**src/rtl/reg_bank_pkg.sv**
```systemverilog
// Shared constants and helpers for the register bank and the datapath blocks built around it.
package reg_bank_pkg;

   localparam int REG_WIDTH  = 8;
   localparam int REG_ADDR_W = 2;

   // Number of registers addressed by an addr_w-bit address.
   function automatic int depth(input int addr_w);
      return 1 << addr_w;
   endfunction

endpackage

```
**src/rtl/reg_bank_if.sv**
```systemverilog
// Register bank access bus: one write port, two read ports sharing a read enable, clear, status.
interface reg_bank_if
   import reg_bank_pkg::*;
#(
   parameter int WIDTH  = REG_WIDTH,
   parameter int ADDR_W = REG_ADDR_W
);
   localparam int DEPTH = depth(ADDR_W);

   logic              WE;
   logic [ADDR_W-1:0] DIR_WR;
   logic [WIDTH-1:0]  DI;
   logic              RE;
   logic [ADDR_W-1:0] DIR_A;
   logic [ADDR_W-1:0] DIR_B;
   logic              CLR;
   logic [WIDTH-1:0]  DOA;
   logic [WIDTH-1:0]  DOB;
   logic              DVALID;
   logic [DEPTH-1:0]  DIRTY;

   modport master (
      output WE, DIR_WR, DI, RE, DIR_A, DIR_B, CLR,
      input  DOA, DOB, DVALID, DIRTY
   );

   modport slave (
      input  WE, DIR_WR, DI, RE, DIR_A, DIR_B, CLR,
      output DOA, DOB, DVALID, DIRTY
   );
endinterface

```
**src/rtl/reg_bank_read_port.sv**
```systemverilog
// Single registered read port: address mux, same-cycle write bypass, optional hard-wired zero register.
module rb_read_port
   import reg_bank_pkg::*;
#(
   parameter int WIDTH    = REG_WIDTH,
   parameter int ADDR_W   = REG_ADDR_W,
   parameter bit ZERO_REG = 1'b0,
   localparam int DEPTH   = depth(ADDR_W)
) (
   input  logic                         clk,
   input  logic                         rst,
   input  logic                         re_i,
   input  logic [ADDR_W-1:0]            addr_i,
   input  logic [DEPTH-1:0][WIDTH-1:0]  regs_i,
   input  logic                         wr_en_i,    // write that will really commit this edge
   input  logic [ADDR_W-1:0]            wr_addr_i,
   input  logic [WIDTH-1:0]             wr_data_i,
   output logic [WIDTH-1:0]             dout_o
);

   logic [WIDTH-1:0] dout_d;
   logic [WIDTH-1:0] dout_q;

   // Select read data: zero register first, then bypass of the committing write, else stored value.
   always_comb begin
      dout_d = regs_i[addr_i];
      if (ZERO_REG && (addr_i == '0)) begin
         dout_d = '0;
      end else if (wr_en_i && (wr_addr_i == addr_i)) begin
         dout_d = wr_data_i;
      end
   end

   // Output register: loads only on a read, otherwise holds the last read value.
   always_ff @(posedge clk) begin
      // NOTE: state is assigned with <= so every flop samples pre-edge values, regardless of block order.
      if (rst) begin
         dout_q <= '0;
      end else if (re_i) begin
         dout_q <= dout_d;
      end
   end

   assign dout_o = dout_q;

endmodule

```
**src/rtl/reg_bank.sv**
```systemverilog
// Flip-flop register bank with one write port, two registered read ports, bulk clear and dirty flags.
module reg_bank
   import reg_bank_pkg::*;
#(
   parameter int WIDTH    = REG_WIDTH,
   parameter int ADDR_W   = REG_ADDR_W,
   parameter bit ZERO_REG = 1'b0
) (
   input  logic       clk,
   input  logic       rst,
   reg_bank_if.slave  rb
);

   localparam int DEPTH = depth(ADDR_W);

   logic [DEPTH-1:0][WIDTH-1:0] regs_d, regs_q;
   logic [DEPTH-1:0]            dirty_d, dirty_q;
   logic                        dvalid_q;
   logic                        wr_en;

   // A write commits only when clear is idle and it does not target a hard-wired zero register.
   assign wr_en = rb.WE && !rb.CLR && !(ZERO_REG && (rb.DIR_WR == '0));

   // Next storage and dirty state: clear beats write.
   always_comb begin
      // NOTE: defaults first so every path assigns every bit and no latch is inferred.
      regs_d  = regs_q;
      dirty_d = dirty_q;
      if (rb.CLR) begin
         regs_d  = '0;
         dirty_d = '0;
      end else if (wr_en) begin
         regs_d[rb.DIR_WR]  = rb.DI;
         dirty_d[rb.DIR_WR] = 1'b1;
      end
   end

   // Storage, dirty and read-valid registers with synchronous reset.
   always_ff @(posedge clk) begin
      if (rst) begin
         // NOTE: the array is flops, not RAM, and must read zero after reset, so it is reset explicitly.
         regs_q   <= '0;
         dirty_q  <= '0;
         dvalid_q <= 1'b0;
      end else begin
         regs_q   <= regs_d;
         dirty_q  <= dirty_d;
         dvalid_q <= rb.RE;
      end
   end

   rb_read_port #(
      .WIDTH    (WIDTH),
      .ADDR_W   (ADDR_W),
      .ZERO_REG (ZERO_REG)
   ) u_port_a (
      .clk       (clk),
      .rst       (rst),
      .re_i      (rb.RE),
      .addr_i    (rb.DIR_A),
      .regs_i    (regs_q),
      .wr_en_i   (wr_en),
      .wr_addr_i (rb.DIR_WR),
      .wr_data_i (rb.DI),
      .dout_o    (rb.DOA)
   );

   rb_read_port #(
      .WIDTH    (WIDTH),
      .ADDR_W   (ADDR_W),
      .ZERO_REG (ZERO_REG)
   ) u_port_b (
      .clk       (clk),
      .rst       (rst),
      .re_i      (rb.RE),
      .addr_i    (rb.DIR_B),
      .regs_i    (regs_q),
      .wr_en_i   (wr_en),
      .wr_addr_i (rb.DIR_WR),
      .wr_data_i (rb.DI),
      .dout_o    (rb.DOB)
   );

   assign rb.DVALID = dvalid_q;
   assign rb.DIRTY  = dirty_q;

endmodule

```
**src/flat_wrapper.sv**
```systemverilog
// flat-port wrapper written by rule: the top's interface ports become plain ports
module reg_bank_flat import reg_bank_pkg::*;
#(
   parameter int WIDTH    = REG_WIDTH,
   parameter int ADDR_W   = REG_ADDR_W,
   parameter bit ZERO_REG = 1'b0
)
  (clk, rst, rb_WE, rb_DIR_WR, rb_DI, rb_RE, rb_DIR_A, rb_DIR_B, rb_CLR, rb_DOA, rb_DOB, rb_DVALID, rb_DIRTY);
  reg_bank_if #(.WIDTH(WIDTH), .ADDR_W(ADDR_W)) rb_i ();
  input  logic clk;
  input  logic rst;
  input wire logic [$bits(rb_i.WE)-1:0] rb_WE;
  input wire logic [$bits(rb_i.DIR_WR)-1:0] rb_DIR_WR;
  input wire logic [$bits(rb_i.DI)-1:0] rb_DI;
  input wire logic [$bits(rb_i.RE)-1:0] rb_RE;
  input wire logic [$bits(rb_i.DIR_A)-1:0] rb_DIR_A;
  input wire logic [$bits(rb_i.DIR_B)-1:0] rb_DIR_B;
  input wire logic [$bits(rb_i.CLR)-1:0] rb_CLR;
  output wire logic [$bits(rb_i.DOA)-1:0] rb_DOA;
  output wire logic [$bits(rb_i.DOB)-1:0] rb_DOB;
  output wire logic [$bits(rb_i.DVALID)-1:0] rb_DVALID;
  output wire logic [$bits(rb_i.DIRTY)-1:0] rb_DIRTY;
  assign rb_i.WE = rb_WE;
  assign rb_i.DIR_WR = rb_DIR_WR;
  assign rb_i.DI = rb_DI;
  assign rb_i.RE = rb_RE;
  assign rb_i.DIR_A = rb_DIR_A;
  assign rb_i.DIR_B = rb_DIR_B;
  assign rb_i.CLR = rb_CLR;
  assign rb_DOA = rb_i.DOA;
  assign rb_DOB = rb_i.DOB;
  assign rb_DVALID = rb_i.DVALID;
  assign rb_DIRTY = rb_i.DIRTY;
  reg_bank #(.WIDTH(WIDTH), .ADDR_W(ADDR_W), .ZERO_REG(ZERO_REG)) u_core (.clk(clk), .rst(rst), .rb(rb_i));
endmodule
```
**config.mk**
```make
export PLATFORM = sky130hd
export DESIGN_NAME = reg_bank_flat
export DESIGN_NICKNAME = d
export VERILOG_FILES = /design/src/rtl/reg_bank_pkg.sv /design/src/rtl/reg_bank_if.sv /design/src/rtl/reg_bank_read_port.sv /design/src/rtl/reg_bank.sv /design/src/flat_wrapper.sv
export SDC_FILE = /design/constraint.sdc
export NUM_CORES = 1
export LEC_CHECK = 0
export ABC_AREA = 1
export CAP_MARGIN = 5
export CORE_ASPECT_RATIO = 0.9
export CORE_UTILIZATION = 49
export DETAILED_ROUTE_END_ITERATION = 7
export PLACE_DENSITY_LB_ADDON = 0.15
export SLEW_MARGIN = 20
export SYNTH_ARGS = -nofsm -noshare
export SYNTH_HDL_FRONTEND = slang
export SYNTH_SLANG_ARGS = --single-unit
```
**constraint.sdc**
```tcl
create_clock -name clk -period 1.1 [get_ports clk]
set_input_delay 0.11 -clock clk [delete_from_list [all_inputs] [get_ports clk]]
set_output_delay 0.11 -clock clk [all_outputs]
set_load 0.01 [all_outputs]
```
==> flow_summary.toml <==
[placed_design]
io_buffers = 39
routabilityCongestion = 1.00
post-place-cells = 550
post-place-ws_ps = -474
hpwl_mm = 5.94

[routing]
vias = 3016
drt_iter0_drc = 316
postRouteAntennaNets = 0
wl_per_cell_um = 14.5
drcViolationCount = 0
wl_mm = 8.13
via_per_inst = 5.40
drt_pre_antenna_iters = 5

[layout]
n_antenna_cell = 0
fill_cells = 472
area_growth_pct = 32.4
drive_gt1_share_pct = 14.6
final_cells = 559
post-route-util_pct = 67.3
nNetsFinal = 510

[worst_setup_path]
slowest_delay_ps = 350
cp_top_family = "flip-flops"
critical_path_buf_inv_count = 1
worstPathCellList = "dlygate4sd2_1"
cp.arrival_ps = 930
endpoint_kind = "output pin"
cp_data_required_time_ps = 990
critPathSlowestCell = "dfxtp_1"
path_max_fanout = 2
criticalPathCategory = "flop to output pin"
crit_path_start_kind = "flop"

[clock_tree]
h-tree-depth = 2
cts_tree = "yes"
clk_pin_slew_ps = 100
hold_buffers = 0
cts_root_buf = "clkbuf_8"
cts_buffers = 5
clk_latency_ps = 320
cts.sinks = 53
clockBufferDepth = 2

[die]
ios = 40
core_um2 = 5260
rows = 25
initial_core_util_pct = 50.9
die_y_um = 72.1
fp.dieW_um = 79.8
die_area_um2 = 5750

[grt]
grt_pass1_vias = 2723
grt_max_degree = 37
grt_remaining_overflow = 0
grt_pass1_wl_mm = 13.2
antenna_found_initial = 0
globalRouteTotalUtil_pct = 30.5

[yosys]
ys_top_cells_by_area = "dfxtp_1 40%, nand2_1 24%, nand3_1 9.4%"
netlist_area_um2 = 2670
ys_seq_area_share_pct = 39.7
ys_ff_latch = 53
synth_fp_nets = 443
yosysWarnings = 0
synth_top_area_cell = "dfxtp_1"
synth.avg_cell_area_um2 = 6.30
synth_top_area_share_pct = 39.7
synthCells = 424
yosysUniqueCellTypes = 16

[sta]
setup_viol = 0
finalCriticalPeriod_ps = 1040
maxSlewHeadroom_pct = 78.3
tightest_slew_ps = 325
skew_ps = 4.63
period_share_pct = 94.6
drv_slew = 0
fmax_mhz = 961
fin_ws_ps = 59.4
hold_viol = 0
rsz0062_at_grt = "false"

[power_and_ir_drop]
swShare_pct = 28.4
internal-power_w = 0.00295
p_total_w = 0.00412
power_frac_seq_pct = 48.4
leakage_nw = 1.49
p_sw_w = 0.00117
power.density_nw_per_um2 = 1170
max-vdd-ir-drop_mv = 0.735
power_frac_comb_pct = 18.0
power.share.clock_pct = 33.6

[min_path]
hold_class = "primary input to flop"

[flow_run]
maxCapViolations = 0

[outcome]
status = "completed"
[flip-flops by register name, indices dropped and copies added (netlist names)]
signal / cells
u_core.u_port_a.dout_o: 8
u_core.u_port_b.dout_o: 8
u_core.rb.DIRTY: 4
u_core.regs_q: 32
u_core.rb.DVALID: 1
[cells by family (layout without fill, tap and decap cells)]
logic type	after synthesis	in the layout	synth area share, %
flops	53	53	39.7
simple gates	287	287	45.1
buf+inv	32	100	5.20
compound gates	52	52	10.0
[path summary, 6_finish.rpt]
path / startpoint / end / slack [ps] / depth (start not counted)
worst min-delay path: rb_DIR_WR[0] / u_core.regs_q[13] / 430 / 5
worst min register to register: u_core.rb.DIRTY[3] / u_core.rb.DIRTY[3] / 470 / 2
worst max-delay path: u_core.u_port_a.dout_o[0] / rb_DOA[0] / 60 / 1
worst max register to register: u_core.regs_q[11] / u_core.u_port_b.dout_o[3] / 100 / 6
[power by group through the flow]
stage / combinational, W / sequential (W) / clock, W
final: 0.000740 / 0.00200 / 0.00139
after global routing: 0.000805 / 0.00200 / 0.00146
after CTS: 0.000725 / 0.00200 / 0.00139
after detailed placement: 0.000738 / 0.00204 / 0
after global placement: 0.000729 / 0.00204 / 0
after floorplan: 0.000338 / 0.00206 / 0
[cells in the mapped netlist]
cell	number
a21oi_1	32
a21oi_2	2
buf_2	6
buf_4	3
clkbuf_1	7
dfxtp_1	53
inv_1	9
inv_2	7
nand2_1	169
nand2_2	2
nand3_1	50
nor2_1	58
nor2_2	2
nor2_4	4
nor3_4	2
o21ai_0	18
[per-stage QoR]
step | TNS, ps | cell area [um2] | hold WS [ps]
2_1_floorplan | 0 | 2670 | 182
6_report | 0 | 3540 | 429
5_1_grt | 0 | 3540 | 452
3_3_place_gp | -20700 | 3390 | 449
3_5_place_dp | -21850 | 3390 | 458
4_1_cts | 0 | 3530 | 416
[area by class of cell]
type / instances / area (um2) / share of cell area, %
Timing Repair Buffer: 76 / 689 / 19.5
Tap cell: 67 / 83.8 / 2.37
Sequential cell: 53 / 1060 / 30.0
Clock buffer: 5 / 68.8 / 1.94
Clock inverter: 3 / 46.3 / 1.31
Inverter: 16 / 60.1 / 1.70
Multi-Input combinational cell: 339 / 1530 / 43.2
[metal layers]
metal / up-vias / wire (um) / global-route usage [%] / part of all wire (%)
met5: - / 0 / 0 / 0
met4: 0 / 266 / 12.9 / 3.3
met3: 25 / 584 / 6.29 / 7.2
met2: 134 / 3610 / 48.2 / 44
met1: 1369 / 3670 / 40.6 / 45
li1: 1488 / - / - / -
[cell usage in the layout (no fill, tap or decap), types with 2 or more instances in the layout]
cell type / n
dlygate4sd2_1: 28
nor2_1: 57
o21ai_0: 16
buf_12: 4
nor2_4: 7
a21oi_4: 2
nor3_4: 2
dfxtp_1: 53
inv_2: 9
clkbuf_8: 5
a21oi_1: 32
nand3_1: 48
buf_4: 32
nand2_2: 3
nand3_2: 2
inv_1: 7
clkdlybuf4s50_1: 10
nand2_1: 167
[what timing repair did]
item | 4_1_cts | 5_1_grt
resized for setup | 43 | 3
pin swaps | 5 | 3
buffers inserted | 1 | 0
setup endpoints to repair | 71 | 11
endpoints found under the hold margin | 0 | 0
(Power assumes the default switching activity.)
